==> src/rtl/loader_pkg.sv <==
`timescale 1ns/1ps
`default_nettype none
// ============================================================================
// Module      : loader_pkg
// Description : Shared definitions for the instruction-memory program loader:
//               FSM state encoding, default frame sync byte and frame format
//               constants.
// Revision    : 1.0 - initial release
// ============================================================================
package loader_pkg;

    // Default frame start byte.
    localparam logic [7:0] SYNC_BYTE_DFLT = 8'hA5;

    // Bytes assembled into each instruction word.
    localparam int BYTES_PER_WORD = 4;

    typedef enum logic [2:0] {
        IDLE  = 3'd0,
        COUNT = 3'd1,
        DATA  = 3'd2,
        WRITE = 3'd3,
        CHECK = 3'd4,
        DONE  = 3'd5,
        ERR   = 3'd6
    } state_t;

endpackage : loader_pkg
`default_nettype wire

==> src/rtl/loader_timeout.sv <==
`timescale 1ns/1ps
`default_nettype none
// ============================================================================
// Module      : loader_timeout
// Description : Inter-byte watchdog for the program loader. Counts cycles
//               while enabled, clears on request, flags expiry once the count
//               reaches TIMEOUT_CYCLES-1. CNT_W must satisfy
//               2^CNT_W > TIMEOUT_CYCLES.
// Ports       : clk     - system clock
//               reset   - asynchronous active-low reset
//               clear   - force the count to zero (priority over enable)
//               enable  - count this cycle
//               expired - count has reached TIMEOUT_CYCLES-1 while enabled
// Revision    : 1.0 - initial release
// ============================================================================
module loader_timeout #(
    parameter int TIMEOUT_CYCLES = 1000000,
    parameter int CNT_W          = 20
) (
    input  logic clk,
    input  logic reset,
    input  logic clear,
    input  logic enable,
    output logic expired
);

    localparam logic [CNT_W-1:0] C_LIMIT = CNT_W'(TIMEOUT_CYCLES - 1);

    logic [CNT_W-1:0] r_count;

    always_ff @(posedge clk or negedge reset) begin
        if (!reset) begin
            r_count <= '0;
        end else if (clear) begin
            r_count <= '0;
        end else if (enable) begin
            r_count <= r_count + CNT_W'(1);
        end
    end

    // Gated by enable so a stale count can never fire outside a frame.
    assign expired = enable && (r_count == C_LIMIT);

endmodule : loader_timeout
`default_nettype wire

==> src/rtl/imem_loader.sv <==
`timescale 1ns/1ps
`default_nettype none
// ============================================================================
// Module      : imem_loader
// Description : Program loader. Frames a UART byte stream as
//               sync, word count, big-endian 32-bit words, XOR checksum,
//               writes the words to instruction memory from address 0 and
//               holds the core until a frame completes cleanly.
// Ports       : clk          - system clock
//               reset        - asynchronous active-low reset
//               in_valid     - receiver has a byte
//               in_data      - received byte
//               in_ready     - loader accepts a byte this cycle
//               imem_we      - instruction memory write strobe
//               imem_addr    - word address being written
//               imem_wdata   - word being written
//               cpu_hold     - hold core PC/reset while high
//               load_done    - one-cycle pulse on successful frame end
//               load_err     - sticky error flag, cleared by next sync byte
//               words_loaded - words written in current/last frame
// Revision    : 1.0 - initial release
// ============================================================================
module imem_loader
    import loader_pkg::*;
#(
    parameter int         ADDR_W         = 8,
    parameter logic [7:0] SYNC_BYTE      = SYNC_BYTE_DFLT,
    parameter int         TIMEOUT_CYCLES = 1000000,
    parameter int         CNT_W          = 20
) (
    input  logic              clk,
    input  logic              reset,
    input  logic              in_valid,
    input  logic [7:0]        in_data,
    output logic              in_ready,
    output logic              imem_we,
    output logic [ADDR_W-1:0] imem_addr,
    output logic [31:0]       imem_wdata,
    output logic              cpu_hold,
    output logic              load_done,
    output logic              load_err,
    output logic [ADDR_W:0]   words_loaded
);

    localparam logic [1:0] C_LAST_IDX = 2'(BYTES_PER_WORD - 1);

    state_t            r_state;
    state_t            w_next;
    logic              r_in_ready;
    logic              r_imem_we;
    logic [ADDR_W-1:0] r_imem_addr;
    logic [31:0]       r_word;
    logic              r_cpu_hold;
    logic              r_load_done;
    logic              r_load_err;
    logic [ADDR_W:0]   r_words_loaded;
    logic [ADDR_W:0]   r_count_n;
    logic [7:0]        r_checksum;
    logic [1:0]        r_byte_idx;

    logic              w_xfer;
    logic              w_expired;
    logic              w_to_enable;
    logic              w_to_clear;
    logic              w_last_byte;
    logic [ADDR_W:0]   w_words_inc;
    logic [ADDR_W:0]   w_count_n;
    logic              w_in_ready;

    assign w_xfer      = in_valid && r_in_ready;
    assign w_last_byte = (r_byte_idx == C_LAST_IDX);
    assign w_words_inc = r_words_loaded + (ADDR_W+1)'(1);
    // A count byte of zero requests a full memory image.
    assign w_count_n   = (in_data == 8'd0) ? {1'b1, {ADDR_W{1'b0}}}
                                           : (ADDR_W+1)'(in_data);

    assign w_to_enable = (r_state == COUNT) || (r_state == DATA) || (r_state == CHECK);
    // WRITE neither counts nor clears: the gap across the write cycle is
    // charged to the next byte wait.
    assign w_to_clear  = w_xfer || (r_state == IDLE);

    loader_timeout #(
        .TIMEOUT_CYCLES (TIMEOUT_CYCLES),
        .CNT_W          (CNT_W)
    ) u_timeout (
        .clk     (clk),
        .reset   (reset),
        .clear   (w_to_clear),
        .enable  (w_to_enable),
        .expired (w_expired)
    );

    // Next-state logic. A byte arriving in the expiry cycle wins over the
    // timeout since it has already been handshaken.
    always_comb begin
        w_next = r_state;
        case (r_state)
            IDLE:  if (w_xfer && (in_data == SYNC_BYTE)) w_next = COUNT;
            COUNT: begin
                if (w_xfer)         w_next = DATA;
                else if (w_expired) w_next = ERR;
            end
            DATA: begin
                if (w_xfer) begin
                    if (w_last_byte) w_next = WRITE;
                end else if (w_expired) begin
                    w_next = ERR;
                end
            end
            WRITE: w_next = (w_words_inc == r_count_n) ? CHECK : DATA;
            CHECK: begin
                if (w_xfer)         w_next = (in_data == r_checksum) ? DONE : ERR;
                else if (w_expired) w_next = ERR;
            end
            DONE:    w_next = IDLE;
            ERR:     w_next = IDLE;
            default: w_next = IDLE;
        endcase
    end

    assign w_in_ready = !((w_next == WRITE) || (w_next == DONE) || (w_next == ERR));

    // State register plus registered outputs, all derived from the next state
    // so each output is valid in the same cycle as the state it belongs to.
    always_ff @(posedge clk or negedge reset) begin
        if (!reset) begin
            r_state        <= IDLE;
            r_in_ready     <= 1'b1;
            r_imem_we      <= 1'b0;
            r_imem_addr    <= '0;
            r_word         <= '0;
            r_cpu_hold     <= 1'b1;
            r_load_done    <= 1'b0;
            r_load_err     <= 1'b0;
            r_words_loaded <= '0;
            r_count_n      <= '0;
            r_checksum     <= '0;
            r_byte_idx     <= '0;
        end else begin
            r_state     <= w_next;
            r_in_ready  <= w_in_ready;
            r_imem_we   <= (w_next == WRITE);
            r_load_done <= (w_next == DONE);
            if (w_next == DONE) r_cpu_hold <= 1'b0;
            if (w_next == ERR)  r_load_err <= 1'b1;

            case (r_state)
                IDLE: begin
                    if (w_xfer && (in_data == SYNC_BYTE)) begin
                        r_cpu_hold     <= 1'b1;
                        r_load_err     <= 1'b0;
                        r_checksum     <= '0;
                        r_words_loaded <= '0;
                        r_imem_addr    <= '0;
                    end
                end
                COUNT: begin
                    if (w_xfer) begin
                        r_count_n  <= w_count_n;
                        r_byte_idx <= '0;
                    end
                end
                DATA: begin
                    if (w_xfer) begin
                        // Big-endian: the first byte shifts up to [31:24].
                        r_word     <= {r_word[23:0], in_data};
                        r_checksum <= r_checksum ^ in_data;
                        r_byte_idx <= r_byte_idx + 2'd1;
                    end
                end
                WRITE: begin
                    // Address wraps to 0 only after a full 2^ADDR_W image.
                    r_imem_addr    <= r_imem_addr + ADDR_W'(1);
                    r_words_loaded <= w_words_inc;
                end
                default: ;
            endcase
        end
    end

    assign in_ready     = r_in_ready;
    assign imem_we      = r_imem_we;
    assign imem_addr    = r_imem_addr;
    assign imem_wdata   = r_word;
    assign cpu_hold     = r_cpu_hold;
    assign load_done    = r_load_done;
    assign load_err     = r_load_err;
    assign words_loaded = r_words_loaded;

endmodule : imem_loader
`default_nettype wire

==> config.mk <==
export PLATFORM = sky130hd
export DESIGN_NAME = imem_loader
export DESIGN_NICKNAME = d
export VERILOG_FILES = /design/src/rtl/loader_pkg.sv /design/src/rtl/loader_timeout.sv /design/src/rtl/imem_loader.sv
export SDC_FILE = /design/constraint.sdc
export NUM_CORES = 1
export LEC_CHECK = 0
export BUFFER_PORTS_ARGS = -buffer_cell sky130_fd_sc_hd__buf_2
export CORE_ASPECT_RATIO = 0.75
export CORE_UTILIZATION = 38
export DETAILED_ROUTE_END_ITERATION = 6
export GPL_ROUTABILITY_DRIVEN = 1
export SLEW_MARGIN = 5
export SYNTH_ARGS = -nofsm -noshare
export SYNTH_HDL_FRONTEND = slang
export SYNTH_SLANG_ARGS = --single-unit
==> constraint.sdc <==
create_clock -name clk -period 5.25 [get_ports clk]
set_clock_uncertainty 0.2 [all_clocks]
set_input_delay 1.575 -clock clk [delete_from_list [all_inputs] [get_ports clk]]
set_output_delay 1.575 -clock clk [all_outputs]
set_load 0.02 [all_outputs]
# Yosys cells after proc, flatten, opt, wreduce, memory -nomap -nowiden

Cells that the tools add are included.

Bits in registers: 96
Bits of input ports: 11
Output and inout bits: 54
Logic and storage cells: 80

$add $sub $neg: 4
Eq/ne operators: 15
Multiplexer cells: 27
Bitwise gates (word level): 1
Reduce and logical (&&, ||, !) cells: 20

Operator list:

| kind                                                | count |
|---|---|
| 2-to-1 mux 20 bit                                   | 2 |
| case mux 8 bit (2 select lines)                     | 2 |
| 2-to-1 mux 3 bit                                    | 7 |
| adder 20 x 1 -> 20 bit, second input constant       | 1 |
| equality test 20 bit, second input constant         | 1 |
| 2-to-1 mux 9 bit                                    | 2 |
| case mux 9 bit (2 select lines)                     | 1 |
| 2-to-1 mux 8 bit                                    | 2 |
| case mux 3 bit (5 select lines)                     | 1 |
| adder 9 x 1 -> 9 bit, second input constant         | 1 |
| equality test 3 x 2 -> 1 bit, second input constant | 3 |
| equality test 3 bit, second input constant          | 3 |
| equality test 9 bit                                 | 1 |
| adder 8 x 1 -> 8 bit, second input constant         | 1 |
| equality test 8 bit                                 | 1 |
| equality test 8 bit, second input constant          | 1 |
| logical NOT 8 bit                                   | 1 |
| nonzero test 2 bit                                  | 4 |
| XOR 8 bit                                           | 1 |
| 2-to-1 mux 1 bit                                    | 6 |
| 2-to-1 mux 2 bit                                    | 3 |
| AND reduction 2 bit                                 | 3 |
| AND reduction 3 bit                                 | 2 |
| logical OR 1 bit                                    | 5 |
| other kinds (9)                                     | 12 |

# Longest topological paths before layout

Depth after elaboration: 11
Gate-level depth with buffers: 8

# Hierarchy

Synthesis repeated with hierarchy kept, for this count alone.

Cells, all modules: 493
Area, all modules: 4698.3 µm²

By module, submodules not included:

| module         | instances | cells each | area each (µm²) | sequential area each (µm²) |
|---|---|---|---|---|
| imem_loader    | 1         | 384        | 3602.2          | 1904.3 |
| loader_timeout | 1         | 109        | 1096.1          | 500.5 |

# Worst setup path after synthesis

No wires, ideal clock.

Path kind: in2reg
From: input port in_data[1]
To: register r_imem_addr[2] (netlist: imem_addr[2])
Library setup time: 135 ps
Data arrival time: 2739 ps
Data required time: 4915 ps
Slack: 2176 ps
Cell stages on the path: 7
Cell sequence: nor4_1 nand4_1 clkbuf_1 nand2_1 o21ai_0 nand2_1 o21ai_0

Word-level cells in the longest chain between the ends: 4

RTL lines:

| what                                            | line               | source |
|---|---|---|
| start: declaration                              | imem_loader.sv:34  | `input logic [7:0] in_data,` |
| equality test 8 bit                             | imem_loader.sv:149 | `if (w_xfer && (in_data == SYNC_BYTE)) begin` |
| logical AND 1 bit                               | imem_loader.sv:149 |  |
| inequality test 2 x 1 -> 1 bit (no source line) | n/a                |  |
| AND reduction 2 bit (no source line)            | n/a                |  |
| end signal: assignment                          | imem_loader.sv:173 | `r_imem_addr <= r_imem_addr + ADDR_W'(1);` |
| end: declaration                                | imem_loader.sv:51  | `logic [ADDR_W-1:0] r_imem_addr;` |

Every way passes these cells.
A chain may end at the register's enable or synchronous reset.

# Worst setup path after layout

From: input port in_data[1]
To: register r_checksum[1]

Word-level cells in the longest chain between the ends: 4

RTL lines:

| what                                            | line               | source |
|---|---|---|
| equality test 8 bit                             | imem_loader.sv:149 |  |
| logical AND 1 bit                               | imem_loader.sv:149 |  |
| inequality test 2 x 1 -> 1 bit (no source line) | n/a                |  |
| AND reduction 3 bit (no source line)            | n/a                |  |
| end signal: assignment                          | imem_loader.sv:167 | `r_checksum <= r_checksum ^ in_data;` |
| end: declaration                                | imem_loader.sv:58  | `logic [7:0] r_checksum;` |

Several ways; a longest one is shown, not always the timed one. The select of a mux whose other input is x is not followed.

==> out/metrics.yaml <==
numCtsBuffers: 9
core_mm2: 0.0116
cts_resized: 0
instances_no_fill: 718
grt_pass1_vias: 3497
synth_common_cells: "143 x nand2_1, 94 x dfrtp_1, 39 x o21ai_0, 38 x nor2_1, 25 x nand3_1"
fmax_mhz: 267
r2r_slack_ns: 2.53
critPathLaunchType: "input port"
fin_crit_ns: 3.75
synth_area_mm2: 0.00455
dp_cells: 702
grt_pass1_wl_mm: 17.4
die_h_um: 96.8
min_path_type: "register to register"
synth_seq_cells: 96
finish.instance_area_mm2: 0.00528
drcViolationCount: 0
netlist_instances: 495
wl_per_cell_um: 14.1
antenna_found_initial: 0
crit_required_ns: 5.25
postCtsHoldBufs: 0
drt_iter0_drc: 153
synth_area_leaders: "dfrtp_1 52%, nand2_1 12%, o21ai_0 4.3%"
clockBufferDepth: 2
ant_nets: 0
fin_crit_sh_pct: 71.4
n_antenna_cell: 0
cts_htree_levels: 3
clk_latency_ns: 0.35
dp_hpwl_mm: 7.12
cts_tree: "yes"
rows: 34
status: "finished clean"
dieWidth_um: 128
post_dp_cell_area_mm2: 0.00499
gr-total-overflow: 0
avgSynthCellArea_um2: 9.19
maxCapViolations: 0
viasPerCell: 5.04
cp_max_fo: 11
yosysMostFrequentCell: "nand2_1"
drive_gt1_share_pct: 18.5
start_util_pct: 39.2
setup_viol: 0
cts.sinks: 96
yosysWarnings: 0
yosysUniqueCellTypes: 44
synthFlopType: "dfrtp_1"
die_area_mm2: 0.0124
synth_area_leader_cell: "dfrtp_1"
yosysSeqAreaShare_pct: 52.8
relSlewSlack_pct: 51.0
setup-tns-final_ns: 0
leakage_nw: 2.53
power.density_mw_per_mm2: 528
vdd_drop_max_v: 0.000239
async_flop_share_pct: 100
root_buffer: "clkbuf_16"
vias: 3616
arrival_ns: 3.75
grt_use_total_pct: 17.6
tightest_slew_ns: 0.735
io_pins: 65
synth_edf_count: 0
crit_type: "input port to register"
clkSlewWorstSetupHoldPaths_ns: 0.07
gp_congestion: 0.854
first_pass_iters: 4
end_kind: "register"
area_growth_pct: 16.1
cts_setup_buffers: 0
portBuffers: 64
synth_nets: 510
finalHoldViolations: 0
maxSlewViolCount: 0
wirelength_mm: 10.1
grt_max_degree: 60
rsz0062_at_grt: "false"
synthDominantCellAreaShare_pct: 51.7
final_nets: 566
flip-flops by register name, indices dropped and copies added (netlist names):
name and count:
imem_wdata 32, u_timeout.r_count 20, r_count_n 9, words_loaded 9, imem_addr 8, r_checksum 8, r_state 3, r_byte_idx 2
cpu_hold 1, imem_we 1, in_ready 1, load_done 1, load_err 1
cell usage in the layout (no fill, tap or decap), types with 5 or more instances in the layout:
master / synthesis / layout
a21oi_1: 5 / 5
and2_1: 6 / 6
buf_2: 1 / 63
clkbuf_16: 0 / 9
dfrtp_1: 94 / 94
inv_1: 6 / 6
mux2_2: 8 / 8
nand2_1: 143 / 143
nand3_1: 25 / 25
nand4_1: 9 / 9
nor2_1: 38 / 37
nor4_1: 8 / 8
o21ai_0: 39 / 39
or3_1: 6 / 6
xnor2_1: 17 / 17
xor2_1: 21 / 21
final timing paths:
kind,endpoint,startpoint,cells after the start
max in group asynchronous,u_timeout.r_count[15],reset,2
worst max register to register,load_err,words_loaded[2],6
worst max-delay path,r_checksum[1],in_data[1],6
worst min-delay path,cpu_hold,cpu_hold,2
worst min register to register,cpu_hold,cpu_hold,2
min in group asynchronous,words_loaded[7],reset,2
power breakdown:
group | switching, mW | internal [mW]
sequential | 0.218 | 0.967
clock | 0.306 | 0.332
combinational | 0.631 | 0.335
metal layers:
layer	track usage (%)	routed length (um)	vias to the layer above
met5	0	0	-
met4	4.34	82	0
met3	4.70	390	8
met2	25.7	4540	51
met1	26.0	5100	1779
li1	-	-	1778
worst max-delay path, cell delays in order:
cell	delay [ns]
buf_2	0.13
nor4_1	0.62
nand4_1	0.60
and2_1	0.45
o21ai_0	0.21
o21ai_0	0.15
cell type report:
type	count	area, um2
clock buffer	9	225
clock inverter	7	61.3
fill	1131	6330
inverter	6	22.5
multi-input combinational	371	2020
sequential	96	2400
tap	162	203
timing repair buffer	67	345
through the flow:
| step | utilization [%] | power (mW) | hold slack, ns | setup slack (ns) |
|---|---|---|---|---|
| after CTS | 45.5 | 2.82 | 0.266 | 1.45 |
| after detailed placement | 43.0 | 2.17 | 0.255 | 1.09 |
| after global placement | 43.0 | 2.14 | 0.255 | 1.33 |
| after global routing | 45.5 | 2.98 | 0.292 | 1.24 |
| after floorplan | - | 1.82 | 0.267 | 2.18 |
| final | 45.5 | 2.79 | 0.264 | 1.50 |
logic make-up after synthesis:
family	Yosys count	share of synthesized area, %
adders and majority gates	4	1.10
xor gates and xnor gates	38	7.31
AOI/OAI and AO/OA	65	8.63
DFF	96	52.8
buffers and inverters	28	2.83
and+or+nand+nor	256	25.3
muxes	8	1.98
No activity file was read; power rests on OpenSTA's default activity.
